==> config.mk <==
export PLATFORM = sky130hd
export DESIGN_NAME = fifo_pointer_ctrl
export DESIGN_NICKNAME = d
export VERILOG_FILES = /design/src/rtl/fifo_pointer_ctrl.sv
export SDC_FILE = /design/constraint.sdc
export NUM_CORES = 1
export LEC_CHECK = 0
export CAP_MARGIN = 20
export CORE_MARGIN = 3
export CORE_UTILIZATION = 45
export DETAILED_ROUTE_END_ITERATION = 7
export PLACE_DENSITY = 0.74
export SLEW_MARGIN = 20
export SYNTH_ARGS = -nofsm -noshare
export SYNTH_HDL_FRONTEND = slang
export SYNTH_SLANG_ARGS = --single-unit
==> constraint.sdc <==
create_clock -name clk -period 3.47 [get_ports clk]
set_input_delay 0.694 -clock clk [delete_from_list [all_inputs] [get_ports clk]]
set_output_delay 0.694 -clock clk [all_outputs]
set_load 0.03 [all_outputs]
==> src/rtl/fifo_pointer_ctrl.sv <==
// Pointer, occupancy and arbitration controller for the sample-buffer FIFO memory.
// Optional sticky overflow/underflow flags are built only when FIFO_CTRL_ERRFLAG_EN is defined.
module fifo_pointer_ctrl #(
    parameter int ADDRBIT    = 5,
    parameter int FIFO_DEPTH = 32,
    parameter int AFULL_LVL  = 28
) (
    input  logic               clk,
    input  logic               rst_n,
    input  logic               fifo_en,
    input  logic               clear,
    input  logic               push_req,
    input  logic               pop_req,
    output logic               write_en,
    output logic               read_en,
    output logic [ADDRBIT-1:0] wraddr,
    output logic [ADDRBIT-1:0] rdaddr,
    output logic               fifofull,
    output logic               notempty,
    output logic [ADDRBIT:0]   count,
    output logic               almost_full,
    output logic               rd_valid,
    output logic               overflow,
    output logic               underflow
);

    localparam int CW = ADDRBIT + 1;
    localparam logic [ADDRBIT-1:0] LAST_ADDR = ADDRBIT'(FIFO_DEPTH - 1);
    localparam logic [CW-1:0]      DEPTH_CNT = CW'(FIFO_DEPTH);
    localparam logic [CW-1:0]      AFULL_CNT = CW'(AFULL_LVL);

    logic [ADDRBIT-1:0] wr_ptr_q, wr_ptr_d;
    logic [ADDRBIT-1:0] rd_ptr_q, rd_ptr_d;
    logic [CW-1:0]      count_q, count_d;
    logic               full_q, nempty_q, afull_q, rd_valid_q;

    // Handshake: push_req/pop_req are level requests held by the requester;
    // write_en/read_en are the acknowledges, and a request is consumed only in
    // a cycle where its enable is high. Write wins over a simultaneous read.
    // Both enables are forced low while rst_n is asserted.
    assign write_en = rst_n & fifo_en & push_req & ~full_q & ~clear;
    assign read_en  = rst_n & fifo_en & pop_req & nempty_q & ~write_en & ~clear;

    always_comb begin
        wr_ptr_d = wr_ptr_q;
        rd_ptr_d = rd_ptr_q;
        count_d  = count_q;
        if (clear) begin
            wr_ptr_d = '0;
            rd_ptr_d = '0;
            count_d  = '0;
        end else if (write_en) begin
            wr_ptr_d = (wr_ptr_q == LAST_ADDR) ? '0 : wr_ptr_q + 1'b1;
            count_d  = count_q + 1'b1;
        end else if (read_en) begin
            rd_ptr_d = (rd_ptr_q == LAST_ADDR) ? '0 : rd_ptr_q + 1'b1;
            count_d  = count_q - 1'b1;
        end
    end

    // Flags are registered from the next count so they always match the count register.
    always_ff @(posedge clk or negedge rst_n) begin
        if (!rst_n) begin
            wr_ptr_q   <= '0;
            rd_ptr_q   <= '0;
            count_q    <= '0;
            full_q     <= 1'b0;
            nempty_q   <= 1'b0;
            afull_q    <= 1'b0;
            rd_valid_q <= 1'b0;
        end else begin
            wr_ptr_q   <= wr_ptr_d;
            rd_ptr_q   <= rd_ptr_d;
            count_q    <= count_d;
            full_q     <= (count_d == DEPTH_CNT);
            nempty_q   <= (count_d != '0);
            afull_q    <= (count_d >= AFULL_CNT);
            rd_valid_q <= read_en;
        end
    end

`ifdef FIFO_CTRL_ERRFLAG_EN
    logic ovf_q, udf_q;

    always_ff @(posedge clk or negedge rst_n) begin
        if (!rst_n) begin
            ovf_q <= 1'b0;
            udf_q <= 1'b0;
        end else if (clear) begin
            ovf_q <= 1'b0;
            udf_q <= 1'b0;
        end else begin
            if (fifo_en & push_req & full_q) ovf_q <= 1'b1;
            if (fifo_en & pop_req & ~nempty_q) udf_q <= 1'b1;
        end
    end

    assign overflow  = ovf_q;
    assign underflow = udf_q;
`else
    assign overflow  = 1'b0;
    assign underflow = 1'b0;
`endif

    assign wraddr      = wr_ptr_q;
    assign rdaddr      = rd_ptr_q;
    assign count       = count_q;
    assign fifofull    = full_q;
    assign notempty    = nempty_q;
    assign almost_full = afull_q;
    assign rd_valid    = rd_valid_q;

endmodule

## Yosys cells after proc, flatten, opt, wreduce, memory -nomap -nowiden

Index checks and enable logic that the tools add are counted.

| operators by class | value |
|---|---|
| $add $sub $neg | 4 |
| reductions and logical operators | 4 |
| bitwise logic cells | 11 |
| magnitude comparators | 1 |
| muxes and demuxes | 10 |
| equality and inequality tests | 4 |

Operators by type and width:

| cell | number |
|---|---|
| $mux 5 | 7 |
| $mux 6 | 3 |
| $add 5x1->5 const B | 2 |
| $eq 5x5->1 const B | 2 |
| $and 1x1->1 | 8 |
| $add 6x1->6 const B | 1 |
| $eq 6x6->1 const B | 1 |
| $ge 6x5->1 const B | 1 |
| $reduce_bool 6->1 | 1 |
| $sub 6x1->6 const B | 1 |
| $reduce_bool 2->1 | 2 |
| $not 1->1 | 3 |
| $ne 2x2->1 const B | 1 |
| $reduce_and 2->1 | 1 |

| word-level totals | value |
|---|---|
| output and inout bits | 24 |
| flip-flop bits (word level) | 20 |
| word-level logic and storage cells | 41 |

## Longest topological paths before layout

| logic depth | value |
|---|---|
| depth in word-level cells | 11 |
| depth in mapped cells | 6 |
| mapped depth without buffers | 6 |

## Least setup slack after synthesis

Ideal clock, no wire load.

| timing | value |
|---|---|
| path type | input to output |
| start | input rst_n |
| end | output read_en |
| buffers on the path | 1 |
| cell stages on the path | 4 |
| slack | 1.142 ns |
| data required time | 2.776 ns |
| arrival | 1.634 ns |
| cells stage by stage | and4_4 buf_6 nand2_1 nor2_1 |

| on the way | value |
|---|---|
| longest elaborated chain between the ends | 7 |
| elaborated cells on any way between the ends | 9 |

Ends and longest elaborated chain:

| what | RTL line | source |
|---|---|---|
| start, declared | 9 | `input logic rst_n,` |
| $and 1x1->1 * | 41, 42 |  |
| $and 1x1->1 (3 in a row) | 41 | `assign write_en = rst_n & fifo_en & push_req & ~full_q & ~clear;` |
| $not 1->1 | 42 | `assign read_en = rst_n & fifo_en & pop_req & nempty_q & ~write_en & ~clear;` |
| $and 1x1->1 * (2 in a row) | 42 |  |
| end, declared | 15 | `output logic read_en,` |

Mark *: on every way between the ends. The rest lies on a longest branch, timed or not.

## Worst setup path after layout

Same ends and word-level chain as after synthesis.

==> metrics.md <==
| Metric | Value |
|---|---|
| Outcome | `finished, final reports clean` |
| NumNets Final | `about 170` |
| Required time of the critical path | `2.78 ns` |
| Cell count after synthesis | `roughly 130` |
| Standard-cell row count | `17` |
| Cell at the root of the clock tree | `sky130_fd_sc_hd__clkbuf_4` |
| Area share of fa/ha/maj cells after synthesis | `0.0633` |
| P&R area growth vs syn | `27.7%` |
| Setup clock skew after layout | `0.00701 ns` |
| Clock buffers created by TritonCTS | `3` |
| Number of antenna violations at the first check in global routing | `0` |
| Peak VDD IR | `between 0.0002 and 0.00025 V` |
| Via count of the first global-routing pass | `1012` |
| Class of the worst hold path | `reg -> reg` |
| Tmin final | `~3.0 ns` |
| Warning count from the yosys run | `0` |
| H-tree levels | `1` |
| Post-synthesis instance area | `between 1000 and 1500 µm²` |
| Via count | `1056` |
| Design internal power | `382 µW` |
| Combinational power share | `0.139` |
| Worst hold margin | `approximately 0.56 ns` |
| Pin count of the biggest net entering global routing | `18` |
| Slowest cell delay on critical path | `0.66 ns` |
| Cell chain of the critical path | `clkdlybuf4s50_1 -> and4_4 -> nand2_1 -> nor2_1 -> buf_4` |
| Hold Vio Cnt, Final | `0` |
| Power, Total | `just over 500 µW` |
| Number of optimization iterations in the first detailed-route pass | `4` |
| Largest delay share family, worst path | `buffers and inverters` |
| Synthesized area divided by synthesized cell count | `between 9 and 10 µm²` |
| Kind of capture point of the worst setup path | `primary output` |
| Die area | `between 3000 and 4000 µm²` |
| Largest family of logic cells by synthesized area | `simple AND/OR/NAND/NOR gates` |
| Register-to-register path setup slack | `1.42 ns` |
| Simple-gate portion of the synthesized area | `0.288` |
| Final period util | `0.857` |
| I/O Pins | `30` |
| Switch share | `0.250` |
| Number of antenna cells inserted | `0` |
| Sum of negative setup slack | `0 ns` |
| Clock tree from TritonCTS | `yes` |
| First-pass GRT wire length | `roughly 4.5 mm` |
| Number of failing setup endpoints in the final timing report | `0` |
| Number of storage elements in the synthesis netlist | `20` |
| Leakage power figure | `0.634 nW` |
| Total wire length after detailed routing | `between 2 and 3 mm` |
| Port Buf Inserts | `27` |
| Half-perimeter wire length after detailed placement | `2.07 mm` |
| Antenna-violating nets left | `0` |
| Kind of launch point of the worst setup path | `input pin` |
| Cell with the biggest individual delay on the critical path | `sky130_fd_sc_hd__clkdlybuf4s50_1` |
| Clock sink count | `20` |
| Count of distinct cell types in the synthesized netlist | `39` |
| Clk slew on worst S/H paths | `0.12 ns` |
| Vert. Die Dim | `approximately 57 µm` |
| Post-synthesis sequential area ratio | `0.422` |
| Total gr overflow | `0` |
| Max-slew violation count | `0` |
| Arrival time worst endpoint | `~2.3 ns` |
| Part of the total power dissipated in the clock network | `0.381` |
| Number of vias per cell after detailed routing | `~5.8` |
| Longest Clk Path Bufs | `2` |
| Weighted congestion at the end of routability-driven global placement | `between 0.8 and 0.9` |
| Drc violations | `0` |
| Total setup buffers inserted after CTS | `0` |
| Crit path buf inv count | `2` |
| Highest achievable clock rate | `~340 MHz` |
| Routed wire per std cell | `between 15 and 20 µm` |
| Post-cts resize count | `0` |
| First-iteration detailed-routing DRC count | `21` |
| Share of the synthesized area in compound gates (AO/OA/AOI/OAI) | `0.154` |
| Maximum fanout count along the critical path | `9` |
| Core Box Area | `2360 µm²` |
| Fill count | `roughly 210` |
| Number of hold-repair buffers added at the cts stage | `0` |
| Total routing usage reported by global routing | `0.178` |
| Power spent charging and discharging nets | `roughly 130 µW` |
| Multiplexer area fraction after synthesis | `0` |
| Fraction of layout cells with a size suffix above 1 | `0.110` |
| Starting density of the core | `0.502` |
| Type of the worst setup path | `in -> out` |
| Maximum capacitance violations | `0` |
| Relative contribution of sequential cells to total power | `0.480` |
| Die X-Extent | `~57 µm` |
| Xor and xnor area share after synthesis | `0.0148` |
| RSZ-0062 raised after global routing | `no` |
| Power per Cell Area | `between 300 and 400 nW/µm²` |
| Clock latency of the later-clocked register in the worst-skew pair | `approximately 0.31 ns` |
-- cell usage in the layout, fill, tap and decap left out, types with 2 or more instances in the layout --
cell | netlist | final
sky130_fd_sc_hd__clkbuf_4 | 0 | 3
sky130_fd_sc_hd__or4_1 | 2 | 2
sky130_fd_sc_hd__nor4b_1 | 2 | 2
sky130_fd_sc_hd__o21ai_0 | 2 | 2
sky130_fd_sc_hd__inv_1 | 4 | 4
sky130_fd_sc_hd__nor3_1 | 7 | 7
sky130_fd_sc_hd__a31oi_1 | 3 | 3
sky130_fd_sc_hd__and3_1 | 4 | 4
sky130_fd_sc_hd__a21oi_1 | 14 | 14
sky130_fd_sc_hd__nor2_1 | 14 | 14
sky130_fd_sc_hd__o21ai_1 | 2 | 2
sky130_fd_sc_hd__buf_4 | 2 | 5
sky130_fd_sc_hd__nor4_2 | 2 | 2
sky130_fd_sc_hd__clkdlybuf4s50_1 | 0 | 25
sky130_fd_sc_hd__conb_1 | 1 | 2
sky130_fd_sc_hd__nand3_1 | 6 | 6
sky130_fd_sc_hd__ha_1 | 6 | 6
sky130_fd_sc_hd__dfrtp_1 | 20 | 20
sky130_fd_sc_hd__and4_1 | 3 | 3
sky130_fd_sc_hd__nand2_1 | 9 | 9
-- final cells by class --
cell class,count,area [µm²],share of cell area
Clock buffer,3,22.5,0.0149
Clock inverter,1,30.0,0.0198
Inverter,4,15.0,0.00991
Multi-Input combinational cell,96,624,0.412
Sequential cell,20,500,0.330
Tap cell,28,35.0,0.0231
Timing Repair Buffer,30,288,0.190
-- cell usage after synthesis --
cell type,n,share of area
sky130_fd_sc_hd__a211oi_1,1,0.0063
sky130_fd_sc_hd__a21o_2,1,0.0074
sky130_fd_sc_hd__a21oi_1,14,0.059
sky130_fd_sc_hd__a311o_1,1,0.0084
sky130_fd_sc_hd__a311oi_1,1,0.0074
sky130_fd_sc_hd__a311oi_2,1,0.013
sky130_fd_sc_hd__a31oi_1,3,0.016
sky130_fd_sc_hd__a32oi_1,1,0.0074
sky130_fd_sc_hd__and2_4,1,0.0074
sky130_fd_sc_hd__and3_1,4,0.021
sky130_fd_sc_hd__and4_1,3,0.022
sky130_fd_sc_hd__and4_4,1,0.0095
sky130_fd_sc_hd__and4b_1,1,0.0084
sky130_fd_sc_hd__buf_2,1,0.0042
sky130_fd_sc_hd__buf_4,2,0.013
sky130_fd_sc_hd__buf_6,2,0.019
sky130_fd_sc_hd__clkbuf_1,2,0.0063
sky130_fd_sc_hd__conb_1,1,0.0032
sky130_fd_sc_hd__dfrtp_1,20,0.42
sky130_fd_sc_hd__ha_1,6,0.063
sky130_fd_sc_hd__inv_1,4,0.013
sky130_fd_sc_hd__nand2_1,9,0.028
sky130_fd_sc_hd__nand3_1,6,0.025
sky130_fd_sc_hd__nand3b_1,1,0.0063
sky130_fd_sc_hd__nand4_1,1,0.0053
sky130_fd_sc_hd__nand4b_1,1,0.0074
sky130_fd_sc_hd__nor2_1,14,0.044
sky130_fd_sc_hd__nor3_1,7,0.030
sky130_fd_sc_hd__nor4_2,2,0.021
sky130_fd_sc_hd__nor4b_1,2,0.015
sky130_fd_sc_hd__nor4b_2,1,0.013
sky130_fd_sc_hd__o21ai_0,2,0.0084
sky130_fd_sc_hd__o21ai_1,2,0.0084
sky130_fd_sc_hd__o221ai_2,1,0.013
sky130_fd_sc_hd__or2b_1,1,0.0063
sky130_fd_sc_hd__or3_1,1,0.0053
sky130_fd_sc_hd__or4_1,2,0.013
sky130_fd_sc_hd__xnor2_1,1,0.0074
sky130_fd_sc_hd__xor2_1,1,0.0074
-- sequential cells by signal, summed over array words and instances (netlist names) --
| register | cells |
|---|---|
| notempty | 1 |
| wraddr | 5 |
| almost_full | 1 |
| rd_valid | 1 |
| fifofull | 1 |
| count | 6 |
| rdaddr | 5 |
-- per-layer routing --
layer / global-route usage / up-vias / share of wire
li1: - / 521 / -
met1: 0.233 / 506 / 0.46
met2: 0.292 / 24 / 0.49
met3: 0.0226 / 5 / 0.034
met4: 0.0795 / 0 / 0.022
met5: 0 / - / 0
-- power groups by stage --
stage	Combinational, mW	Clock [mW]	Sequential [mW]
2_1_floorplan	0.0346	0	0.256
3_3_place_gp	0.0693	0	0.248
3_5_place_dp	0.0711	0	0.248
4_1_cts	0.0714	0.199	0.244
5_1_grt	0.0772	0.210	0.245
6_report	0.0709	0.193	0.244
-- logic make-up (layout without fill, tap and decap cells) --
family	Yosys count	count (layout)
compound gates	28	28
xor+xnor	2	2
fa+ha+maj	6	6
buf+inv	11	38
flops	20	20
other cells	1	2
simple gates	58	58
-- path summary, 6_finish.rpt --
check / cells past startpoint / start / to
max reg2reg: 5 / fifofull / fifofull
min in group asynchronous: 1 / rst_n / notempty
max in group asynchronous: 2 / rst_n / count[2]
min reg2reg: 2 / wraddr[4] / wraddr[4]
max: 5 / rst_n / read_en
min: 2 / wraddr[4] / wraddr[4]
-- metrics by stage --
| step | area (µm²) | util | setup WS (ns) | cells |
|---|---|---|---|---|
| 6_report | 1520 | 0.642 | 0.495 | 182 |
| 5_1_grt | 1520 | 0.642 | 0.351 | 182 |
| 4_1_cts | 1520 | 0.642 | 0.485 | 182 |
| 3_5_place_dp | 1460 | 0.620 | 0.487 | 178 |
| 3_3_place_gp | 1460 | 0.620 | 0.562 | 178 |
| 2_1_floorplan | 1190 | - | 1.14 | 127 |
-- tightest hold or removal path: cells and delay by family (launching register included) --
| kind | cells | cell delay [ns] |
|---|---|---|
| simple gates | 1 | 0.06 |
| compound gates | 1 | 0.06 |
| flops | 1 | 0.41 |
Note: power is estimated with default switching activity, not from simulation.
